`config.mk`:
```
export PLATFORM = sky130hd
export DESIGN_NAME = rggen_apb_master_bridge_flat
export DESIGN_NICKNAME = d
export VERILOG_FILES = /design/src/rtl/rggen_rtl_pkg.sv /design/src/rtl/rggen_apb_if.sv /design/src/rtl/rggen_timeout_counter.sv /design/src/rtl/rggen_apb_master_bridge.sv /design/src/flat_wrapper.sv
export SDC_FILE = /design/constraint.sdc
export NUM_CORES = 1
export LEC_CHECK = 0
export CAP_MARGIN = 20
export CORE_ASPECT_RATIO = 2
export CORE_MARGIN = 10
export CORE_UTILIZATION = 40
export DETAILED_ROUTE_END_ITERATION = 8
export MAX_ROUTING_LAYER = met4
export PLACE_DENSITY = 0.9
export SLEW_MARGIN = 20
export SYNTH_ARGS = -nofsm -noshare
export SYNTH_HDL_FRONTEND = slang
export SYNTH_HIERARCHICAL = 1
export SYNTH_SLANG_ARGS = --single-unit
```
`constraint.sdc`:
```
create_clock -name clk -period 3.3 [get_ports clk]
set_input_delay 0.66 -clock clk [delete_from_list [all_inputs] [get_ports clk]]
set_output_delay 0.66 -clock clk [all_outputs]
set_load 0.02 [all_outputs]
```
`src/rtl/rggen_rtl_pkg.sv`:
```
// Shared register-access types: request direction, response status, and a
// sizing helper for the optional wait-state timeout counter.
package rggen_rtl_pkg;

  typedef enum logic {
    RGGEN_READ  = 1'b0,
    RGGEN_WRITE = 1'b1
  } rggen_direction;

  typedef enum logic [1:0] {
    RGGEN_OKAY         = 2'b00,
    RGGEN_EXOKAY       = 2'b01,
    RGGEN_SLAVE_ERROR  = 2'b10,
    RGGEN_DECODE_ERROR = 2'b11
  } rggen_status;

  // Counter only needs to reach limit-1, so clog2(limit) bits; never fewer than one.
  function automatic int timeout_count_width(input int limit);
    return (limit > 1) ? $clog2(limit) : 1;
  endfunction

endpackage

```
`src/rtl/rggen_apb_if.sv`:
```
// APB4 signal bundle; the master modport drives the transfer, the slave
// modport returns completion, read data and error.
interface rggen_apb_if #(
  parameter int ADDRESS_WIDTH = 16,
  parameter int BUS_WIDTH     = 32
);
  logic                     psel;
  logic                     penable;
  logic [ADDRESS_WIDTH-1:0] paddr;
  logic                     pwrite;
  logic [BUS_WIDTH-1:0]     pwdata;
  logic [BUS_WIDTH/8-1:0]   pstrb;
  logic                     pready;
  logic [BUS_WIDTH-1:0]     prdata;
  logic                     pslverr;

  modport master (
    output psel, penable, paddr, pwrite, pwdata, pstrb,
    input  pready, prdata, pslverr
  );

  modport slave (
    input  psel, penable, paddr, pwrite, pwdata, pstrb,
    output pready, prdata, pslverr
  );
endinterface

```
`src/rtl/rggen_timeout_counter.sv`:
```
// Counts ACCESS cycles and flags expiry on the LIMIT-th cycle without
// completion; LIMIT == 0 yields a counter that never expires.
module rggen_timeout_counter
  import rggen_rtl_pkg::*;
#(
  parameter int LIMIT = 0
) (
  input  logic clk,
  input  logic rst_n,
  input  logic enable,
  input  logic clear,
  output logic expire
);

  generate
    if (LIMIT > 0) begin : g_counter
      localparam int CW = timeout_count_width(LIMIT);

      logic [CW-1:0] count;

      always_ff @(posedge clk or negedge rst_n) begin
        if (!rst_n) begin
          count <= '0;
        end else if (clear) begin
          count <= '0;
        end else if (enable) begin
          count <= count + 1'b1;
        end
      end

      // The owner leaves ACCESS on expiry, so the count never wraps.
      assign expire = enable && (count == CW'(LIMIT - 1));
    end else begin : g_tie_off
      logic armed;

      // Disabled timeout: a token flop keeps the port list uniform, output is constant 0.
      always_ff @(posedge clk or negedge rst_n) begin
        if (!rst_n) begin
          armed <= 1'b0;
        end else begin
          armed <= enable & ~clear;
        end
      end

      assign expire = armed & 1'b0;
    end
  endgenerate

endmodule

```
`src/rtl/rggen_apb_master_bridge.sv`:
```
// Valid/ready request to APB4 requester: one outstanding SETUP/ACCESS
// transfer, response held until consumed, optional wait-state timeout.
module rggen_apb_master_bridge
  import rggen_rtl_pkg::*;
#(
  parameter int ADDRESS_WIDTH  = 16,
  parameter int DATA_WIDTH     = 32,
  parameter int TIMEOUT_CYCLES = 0
) (
  input  logic                      clk,
  input  logic                      rst_n,
  input  logic                      req_valid,
  output logic                      req_ready,
  input  logic [ADDRESS_WIDTH-1:0]  req_address,
  input  logic                      req_write,
  input  logic [DATA_WIDTH-1:0]     req_write_data,
  input  logic [DATA_WIDTH/8-1:0]   req_strobe,
  output logic                      rsp_valid,
  input  logic                      rsp_ready,
  output logic [DATA_WIDTH-1:0]     rsp_read_data,
  output logic [1:0]                rsp_status,
  rggen_apb_if.master               apb_if
);

  typedef enum logic [1:0] {
    IDLE,
    SETUP,
    ACCESS,
    RESPONSE
  } state_e;

  state_e                    state;
  logic                      req_ready_q;
  logic                      psel_q;
  logic                      penable_q;
  logic [ADDRESS_WIDTH-1:0]  paddr_q;
  rggen_direction            pwrite_q;
  logic [DATA_WIDTH-1:0]     pwdata_q;
  logic [DATA_WIDTH/8-1:0]   pstrb_q;
  logic                      rsp_valid_q;
  logic [DATA_WIDTH-1:0]     rsp_read_data_q;
  rggen_status               rsp_status_q;
  logic                      timeout_expire;

  rggen_timeout_counter #(
    .LIMIT (TIMEOUT_CYCLES)
  ) u_timeout_counter (
    .clk    (clk),
    .rst_n  (rst_n),
    .enable (state == ACCESS),
    .clear  (state == SETUP),
    .expire (timeout_expire)
  );

  always_ff @(posedge clk or negedge rst_n) begin
    if (!rst_n) begin
      state           <= IDLE;
      req_ready_q     <= 1'b0;
      psel_q          <= 1'b0;
      penable_q       <= 1'b0;
      paddr_q         <= '0;
      pwrite_q        <= RGGEN_READ;
      pwdata_q        <= '0;
      pstrb_q         <= '0;
      rsp_valid_q     <= 1'b0;
      rsp_read_data_q <= '0;
      rsp_status_q    <= RGGEN_OKAY;
    end else begin
      case (state)
        IDLE: begin
          req_ready_q <= 1'b1;
          if (req_valid && req_ready_q) begin
            req_ready_q <= 1'b0;
            psel_q      <= 1'b1;
            paddr_q     <= req_address;
            pwrite_q    <= rggen_direction'(req_write);
            pwdata_q    <= req_write_data;
            pstrb_q     <= req_write ? req_strobe : '0;
            state       <= SETUP;
          end
        end
        SETUP: begin
          penable_q <= 1'b1;
          state     <= ACCESS;
        end
        ACCESS: begin
          // pready is checked first so a completion on the expiry cycle still wins.
          if (apb_if.pready) begin
            psel_q          <= 1'b0;
            penable_q       <= 1'b0;
            rsp_valid_q     <= 1'b1;
            rsp_read_data_q <= (pwrite_q == RGGEN_WRITE) ? '0 : apb_if.prdata;
            rsp_status_q    <= apb_if.pslverr ? RGGEN_SLAVE_ERROR : RGGEN_OKAY;
            state           <= RESPONSE;
          end else if (timeout_expire) begin
            psel_q          <= 1'b0;
            penable_q       <= 1'b0;
            rsp_valid_q     <= 1'b1;
            rsp_read_data_q <= '0;
            rsp_status_q    <= RGGEN_DECODE_ERROR;
            state           <= RESPONSE;
          end
        end
        RESPONSE: begin
          if (rsp_ready) begin
            rsp_valid_q <= 1'b0;
            req_ready_q <= 1'b1;
            state       <= IDLE;
          end
        end
        default: begin
          state <= IDLE;
        end
      endcase
    end
  end

  assign req_ready      = req_ready_q;
  assign rsp_valid      = rsp_valid_q;
  assign rsp_read_data  = rsp_read_data_q;
  assign rsp_status     = rsp_status_q;

  assign apb_if.psel    = psel_q;
  assign apb_if.penable = penable_q;
  assign apb_if.paddr   = paddr_q;
  assign apb_if.pwrite  = pwrite_q;
  assign apb_if.pwdata  = pwdata_q;
  assign apb_if.pstrb   = pstrb_q;

endmodule

```
`src/flat_wrapper.sv`:
```
// flat-port wrapper written by rule: the top's interface ports become plain ports
module rggen_apb_master_bridge_flat import rggen_rtl_pkg::*;
#(
  parameter int ADDRESS_WIDTH  = 16,
  parameter int DATA_WIDTH     = 32,
  parameter int TIMEOUT_CYCLES = 0
)
  (clk, rst_n, req_valid, req_ready, req_address, req_write, req_write_data, req_strobe, rsp_valid, rsp_ready, rsp_read_data, rsp_status, apb_if_psel, apb_if_penable, apb_if_paddr, apb_if_pwrite, apb_if_pwdata, apb_if_pstrb, apb_if_pready, apb_if_prdata, apb_if_pslverr);
  rggen_apb_if #(.ADDRESS_WIDTH(ADDRESS_WIDTH), .BUS_WIDTH((32))) apb_if_i ();
  input  logic clk;
  input  logic rst_n;
  input  logic req_valid;
  output logic req_ready;
  input  logic [ADDRESS_WIDTH-1:0] req_address;
  input  logic req_write;
  input  logic [DATA_WIDTH-1:0] req_write_data;
  input  logic [DATA_WIDTH/8-1:0] req_strobe;
  output logic rsp_valid;
  input  logic rsp_ready;
  output logic [DATA_WIDTH-1:0] rsp_read_data;
  output logic [1:0] rsp_status;
  output wire logic [$bits(apb_if_i.psel)-1:0] apb_if_psel;
  output wire logic [$bits(apb_if_i.penable)-1:0] apb_if_penable;
  output wire logic [$bits(apb_if_i.paddr)-1:0] apb_if_paddr;
  output wire logic [$bits(apb_if_i.pwrite)-1:0] apb_if_pwrite;
  output wire logic [$bits(apb_if_i.pwdata)-1:0] apb_if_pwdata;
  output wire logic [$bits(apb_if_i.pstrb)-1:0] apb_if_pstrb;
  input wire logic [$bits(apb_if_i.pready)-1:0] apb_if_pready;
  input wire logic [$bits(apb_if_i.prdata)-1:0] apb_if_prdata;
  input wire logic [$bits(apb_if_i.pslverr)-1:0] apb_if_pslverr;
  assign apb_if_psel = apb_if_i.psel;
  assign apb_if_penable = apb_if_i.penable;
  assign apb_if_paddr = apb_if_i.paddr;
  assign apb_if_pwrite = apb_if_i.pwrite;
  assign apb_if_pwdata = apb_if_i.pwdata;
  assign apb_if_pstrb = apb_if_i.pstrb;
  assign apb_if_i.pready = apb_if_pready;
  assign apb_if_i.prdata = apb_if_prdata;
  assign apb_if_i.pslverr = apb_if_pslverr;
  rggen_apb_master_bridge #(.ADDRESS_WIDTH(ADDRESS_WIDTH), .DATA_WIDTH(DATA_WIDTH), .TIMEOUT_CYCLES(TIMEOUT_CYCLES)) u_core (.clk(clk), .rst_n(rst_n), .req_valid(req_valid), .req_ready(req_ready), .req_address(req_address), .req_write(req_write), .req_write_data(req_write_data), .req_strobe(req_strobe), .rsp_valid(rsp_valid), .rsp_ready(rsp_ready), .rsp_read_data(rsp_read_data), .rsp_status(rsp_status), .apb_if(apb_if_i));
endmodule
```
# Word level (Yosys, flattened, before mapping)

Cells that the tools add are included.

Output and inout port bits: 91
Bits in registers: 93

Reduce and logical (&&, ||, !) cells: 13
Mux-type cells: 17
Equal/unequal tests: 6

Operators by type and width:

| kind                                                                   | count |
|---|---|
| 32-bit 2-to-1 mux                                                      | 1 |
| 3-bit AND reduction                                                    | 3 |
| 2-bit 2-to-1 mux                                                       | 4 |
| 1-bit case mux with 2 select lines                                     | 4 |
| 2-bit case mux with 4 select lines                                     | 1 |
| 2-bit AND reduction                                                    | 4 |
| 2-bit nonzero test                                                     | 4 |
| 1-bit 2-to-1 mux                                                       | 6 |
| 2-bit equality test (second input constant)                            | 2 |
| 4-bit 2-to-1 mux                                                       | 1 |
| 2-bit != test (second input constant)                                  | 2 |
| 2-bit by 1-bit equality test with 1-bit output (second input constant) | 1 |
| 2-bit zero test                                                        | 1 |
| 2-bit by 1-bit != test with 1-bit output (second input constant)       | 1 |
| 1-bit logical AND                                                      | 1 |

# Logic depth before layout (Yosys ltp)

Word-level depth: 3
Mapped depth: 7
Gate-level depth less buffers: 5

# Modules after synthesis

The synthesis kept the hierarchy.

Modules (own cells, without submodules):

| module                  | instances | cells each | sequential area each (µm²) | area an instance (µm²) |
|---|---|---|---|---|
| rggen_apb_master_bridge | 1         | 303        | 2,327.2                    | 3,706.1 |
| rggen_timeout_counter   | 1         | 2          | 0.0                        | 11.3 |

# Least setup slack after synthesis

Ideal clock, no wire load.

Path type: reg-to-reg
Start point: register u_core.state[0]
End point: register u_core.state[1]
Cell stages (with the launch flop): 6
Path slack: 1.776 ns
Clock period less this slack: 1.524 ns
Data arrival time: 1.399 ns
Required time: 3.175 ns
Path through: dfrtp_1 -> inv_1 -> ha_1 -> nor3b_2 -> a211oi_2 -> mux2_4

Word-level cells in the longest chain between the ends: 3

Ends and longest elaborated chain:

| item                                                                                | RTL line                      | RTL |
|---|---|---|
| start: declaration                                                                  | rggen_apb_master_bridge.sv:32 | `state_e state;` |
| start signal: assignment                                                            | rggen_apb_master_bridge.sv:57 | `state <= IDLE;` |
| start signal: assignment                                                            | rggen_apb_master_bridge.sv:79 | `state <= SETUP;` |
| start signal: assignment                                                            | rggen_apb_master_bridge.sv:84 | `state <= ACCESS;` |
| 2-bit equality test or 2-bit zero test (tied branches)                              | rggen_apb_master_bridge.sv:69 | `case (state)` |
| 2-bit != test (no line) or 2-bit by 1-bit != test with 1-bit output (tied branches) | n/a                           |  |
| 3-bit AND reduction (no line)                                                       | n/a                           |  |

Parallel ways exist; a longest one is shown, timed or not.
A chain may end at the register's enable or synchronous reset.

# Final worst setup path

Start point: register u_core.pwrite_q, in the netlist u_core/apb_if.pwrite
End point: output apb_if_pwrite

RTL lines:

| item                     | RTL line                      | RTL |
|---|---|---|
| start: declaration       | rggen_apb_master_bridge.sv:37 | `rggen_direction pwrite_q;` |
| start signal: assignment | rggen_apb_master_bridge.sv:76 | `pwrite_q <= rggen_direction'(req_write);` |
| end: declaration         | flat_wrapper.sv:25            | `output wire logic [$bits(apb_if_i.pwrite)-1:0] apb_if_pwrite;` |

No word-level cell between the ends.

==> impl_metrics.xml <==
<?xml version="1.0" encoding="UTF-8"?>
<metrics>
  <group name="timing">
    <metric name="final.setup.tns" unit="ps">0</metric>
    <metric name="hold_slack" unit="ps">356</metric>
    <metric name="final.setup_skew" unit="ps">7.35</metric>
    <metric name="fin_crit_sh" unit="%">62.8</metric>
    <metric name="final.min_clock_period" unit="ps">2070</metric>
    <metric name="timing_worst_slew_pin_value" unit="ps">574</metric>
    <metric name="timing.fmax" unit="GHz">0.482</metric>
    <metric name="final.setup.worst_slack" unit="ps">1230</metric>
    <metric name="max_slew_margin" unit="%">61.6</metric>
    <metric name="rsz0062_at_grt" unit="">false</metric>
    <metric name="final-setup-viol-count" unit="">0</metric>
    <metric name="hold_violations" unit="">0</metric>
    <metric name="slew_violations" unit="">0</metric>
  </group>
  <group name="clock_network">
    <metric name="cts_root_buffer" unit="">clkbuf_16</metric>
    <metric name="cts_buffers" unit="">9</metric>
    <metric name="depth_of_the_cts_h_tree" unit="">3</metric>
    <metric name="tritoncts" unit="">yes</metric>
    <metric name="cts-resized-gates" unit="">0</metric>
    <metric name="cts-hold-fix-buffers" unit="">0</metric>
    <metric name="clockBufferDepth" unit="">2</metric>
    <metric name="numClockSinks" unit="">93</metric>
    <metric name="cts_post_setup_buffers_inserted" unit="">0</metric>
    <metric name="worst_setup_hold_path_clk_slew" unit="ps">70</metric>
    <metric name="clock_insertion_delay_worst_skew" unit="ps">340</metric>
  </group>
  <group name="critical_path">
    <metric name="chain_of_cells_forming_the_critical_path" unit="">clkdlybuf4s50_1</metric>
    <metric name="worstPathRequired" unit="ps">2640</metric>
    <metric name="buffers_and_inverters_on_the_worst_path" unit="">1</metric>
    <metric name="rr_endpoint" unit="">u_core/apb_if.pwdata[13]</metric>
    <metric name="r2r-start" unit="">u_core/state[0]</metric>
    <metric name="crit_path_start_kind" unit="">flip-flop</metric>
    <metric name="worst-r2r-cell-count" unit="">5</metric>
    <metric name="critPathMaxFanout" unit="">3</metric>
    <metric name="slowest_delay" unit="ps">650</metric>
    <metric name="crit_slowest_cell" unit="">clkdlybuf4s50_1</metric>
    <metric name="cp_data_arrival_time" unit="ps">1410</metric>
    <metric name="worstSetupPathType" unit="">reg -&gt; out</metric>
    <metric name="kind_of_cell_with_the_highest_combined_delay_on_the_critical_path" unit="">buffers and inverters</metric>
    <metric name="r2r_slack" unit="ps">1410</metric>
    <metric name="endpoint_kind" unit="">primary output</metric>
  </group>
  <group name="global_route">
    <metric name="pin_count_of_the_biggest_net_entering_global_routing" unit="">94</metric>
    <metric name="globalRoute.totalOverflow" unit="">0</metric>
    <metric name="grt_pass1_wl" unit="mm">17.5</metric>
    <metric name="antenna_found_initial" unit="">1</metric>
    <metric name="track_usage" unit="%">17.1</metric>
    <metric name="grt_pass1_vias" unit="">3160</metric>
  </group>
  <group name="run">
    <metric name="cap_viol_max_count" unit="">0</metric>
  </group>
  <group name="power_and_ir_drop">
    <metric name="switchingPower" unit="mW">2.34</metric>
    <metric name="power_per_cell_area" unit="mW/mm^2">1050</metric>
    <metric name="pwr-share-seq" unit="%">32.7</metric>
    <metric name="swShare" unit="%">37.7</metric>
    <metric name="leakage" unit="nW">2.51</metric>
    <metric name="p_int" unit="mW">3.87</metric>
    <metric name="clkPwrFrac" unit="%">16.5</metric>
    <metric name="power.ir.vdd_worst" unit="uV">559</metric>
    <metric name="power.combinational.fraction" unit="%">50.8</metric>
  </group>
  <group name="synthesis">
    <metric name="mappedNetlistNets" unit="">401</metric>
    <metric name="yosys_register_bits" unit="">93</metric>
    <metric name="yosys.area.top_type" unit="">dfrtp_1</metric>
    <metric name="ys_dominant_reg_cell" unit="">dfrtp_1</metric>
    <metric name="synthDistinctLibCells" unit="">24</metric>
    <metric name="postSynth.asyncResetShare" unit="%">100</metric>
    <metric name="syn_inst" unit="">305</metric>
    <metric name="synthTopCellsByCount" unit="">93 x dfrtp_1, 76 x nand2_1, 50 x mux2_2, 30 x o21ai_1, 12 x o21ai_0</metric>
    <metric name="post_synth.cell_area_avg" unit="sq um">12.2</metric>
    <metric name="synth_edf_count" unit="">0</metric>
    <metric name="synth.most_common_cell" unit="">dfrtp_1</metric>
    <metric name="yosys-top-cells-area" unit="">dfrtp_1 63%, mux2_2 15%, nand2_1 7.7%</metric>
    <metric name="post-synth-top-area-fraction" unit="%">62.6</metric>
    <metric name="synth_sequential_area_ratio" unit="%">62.6</metric>
    <metric name="post_synth_instance_area" unit="sq mm">0.00372</metric>
    <metric name="yosysWarningCount" unit="">6</metric>
  </group>
  <group name="layout">
    <metric name="n_fill_cell" unit="">675</metric>
    <metric name="num-nets-final" unit="">579</metric>
    <metric name="final_cells" unit="">591</metric>
    <metric name="area_of_combinational_cells_with_multiple_inputs" unit="sq mm">0.00126</metric>
    <metric name="share_of_final_layout_standard_cells_stronger_than_drive_strength_1" unit="%">15.8</metric>
    <metric name="regArea" unit="sq mm">0.00233</metric>
    <metric name="flow.area_growth_from_synthesis" unit="%">59.0</metric>
  </group>
  <group name="routing">
    <metric name="ant_nets" unit="">0</metric>
    <metric name="number_of_vias_per_cell" unit="">4.92</metric>
    <metric name="wl" unit="mm">11.8</metric>
    <metric name="detail_route.wl_per_cell" unit="um">20.0</metric>
    <metric name="num_vias" unit="">2909</metric>
    <metric name="dr.pass1.iters" unit="">4</metric>
    <metric name="detail_route.iter0.violations" unit="">131</metric>
    <metric name="drt_drc_violations_left" unit="">0</metric>
  </group>
  <group name="die">
    <metric name="io_pins" unit="">182</metric>
    <metric name="fp.dieArea" unit="sq mm">0.0138</metric>
    <metric name="die_x_extent" unit="um">88.2</metric>
    <metric name="fp.dieH" unit="um">156</metric>
    <metric name="initial_utilization" unit="%">41.2</metric>
    <metric name="fp-row-count" unit="">49</metric>
    <metric name="core-area" unit="sq mm">0.00901</metric>
  </group>
  <group name="placed_design">
    <metric name="finalWeightedCongestion" unit="">0.789</metric>
    <metric name="port_buffers" unit="">181</metric>
    <metric name="numPlacedInstances" unit="">574</metric>
    <metric name="placed_wire_length_estimate" unit="mm">9.31</metric>
    <metric name="worst_setup_slack_after_placement" unit="ps">986</metric>
  </group>
  <group name="status">
    <metric name="result_of_the_run" unit="">completed</metric>
  </group>
  <group name="min_path">
    <metric name="hold_path.class" unit="">in -&gt; async</metric>
  </group>
</metrics>
[metrics by stage]
step                      utilization [%]  power (mW)  area (sq um)
final                                65.6        6.22          5910
after global routing                 65.6        6.56          5910
after CTS                            65.6        6.30          5910
after detailed placement             62.3        5.25          5610
after global placement               62.3        5.12          5610
after floorplan                         -        3.64          3720
[placed cells by master, fill, tap and decap left out, drive strengths merged, types with 3 or more instances in the layout]
cell type,count
buf,5
clkbuf,9
clkdlybuf4s50,180
clkinv,4
dfrtp,93
ha,5
inv,5
mux2,51
nand2,76
nor2,3
nor2b,3
o21ai,43
[routing by layer]
| layer | GRT usage, % | wire [um] | vias to the layer above |
|---|---|---|---|
| li1 | - | - | 1375 |
| met3 | 3.22 | 660 | 32 |
| met1 | 16.0 | 3890 | 1391 |
| met2 | 30.1 | 6680 | 111 |
| met4 | 11.2 | 604 | 0 |
| met5 | - | 0 | - |
[worst max path at each step]
stage / start / endpoint / slack (ps) / cells past startpoint
finish: u_core/apb_if.pwrite / apb_if_pwrite / 1230 / 1
global route: apb_if_pready / u_core/rsp_read_data[13] / 1170 / 5
CTS: u_core/apb_if.pwrite / apb_if_pwrite / 1190 / 1
detailed placement: apb_if_pready / u_core/rsp_read_data[30] / 990 / 5
global placement: apb_if_pready / u_core/rsp_read_data[31] / 1050 / 5
floorplan: u_core/state[0] / u_core/state[1] / 1780 / 5
[power groups by stage]
stage / combinational, mW / clock [mW] / sequential [mW]
2_1_floorplan: 0.919 / 0 / 2.72
3_3_place_gp: 3.11 / 0 / 2.01
3_5_place_dp: 3.19 / 0 / 2.06
4_1_cts: 3.21 / 1.06 / 2.04
5_1_grt: 3.35 / 1.11 / 2.10
6_report: 3.16 / 1.02 / 2.03
[registers in the layout (all words and copies together) (netlist names), 2 cells and up]
signal                count
u_core/apb_if.pwdata     32
u_core/rsp_read_data     32
u_core/state              2
u_core/apb_if.pstrb       4
u_core/apb_if.paddr      16
u_core/rsp_status         2
[final cells by class]
| cell class | count | share of cell area (%) |
|---|---|---|
| antenna | 1 | 0.0423 |
| clock buffer | 9 | 3.81 |
| clock inverter | 7 | 1.25 |
| inverter | 4 | 0.254 |
| multi-input combinational | 190 | 21.4 |
| sequential | 93 | 39.4 |
| tap | 102 | 2.16 |
| timing repair buffer | 185 | 31.7 |
[kinds of logic (layout without fill, tap and decap cells)]
family	Yosys count	in the layout	share of synthesized area (%)
fa+ha+maj	5	5	1.68
mux	51	51	15.6
simple gates	84	84	9.09
other cells	1	2	0.101
buf+inv	22	205	3.67
flops	93	93	62.6
compound gates	49	49	7.30
Note: power is estimated with default switching activity, not from simulation.
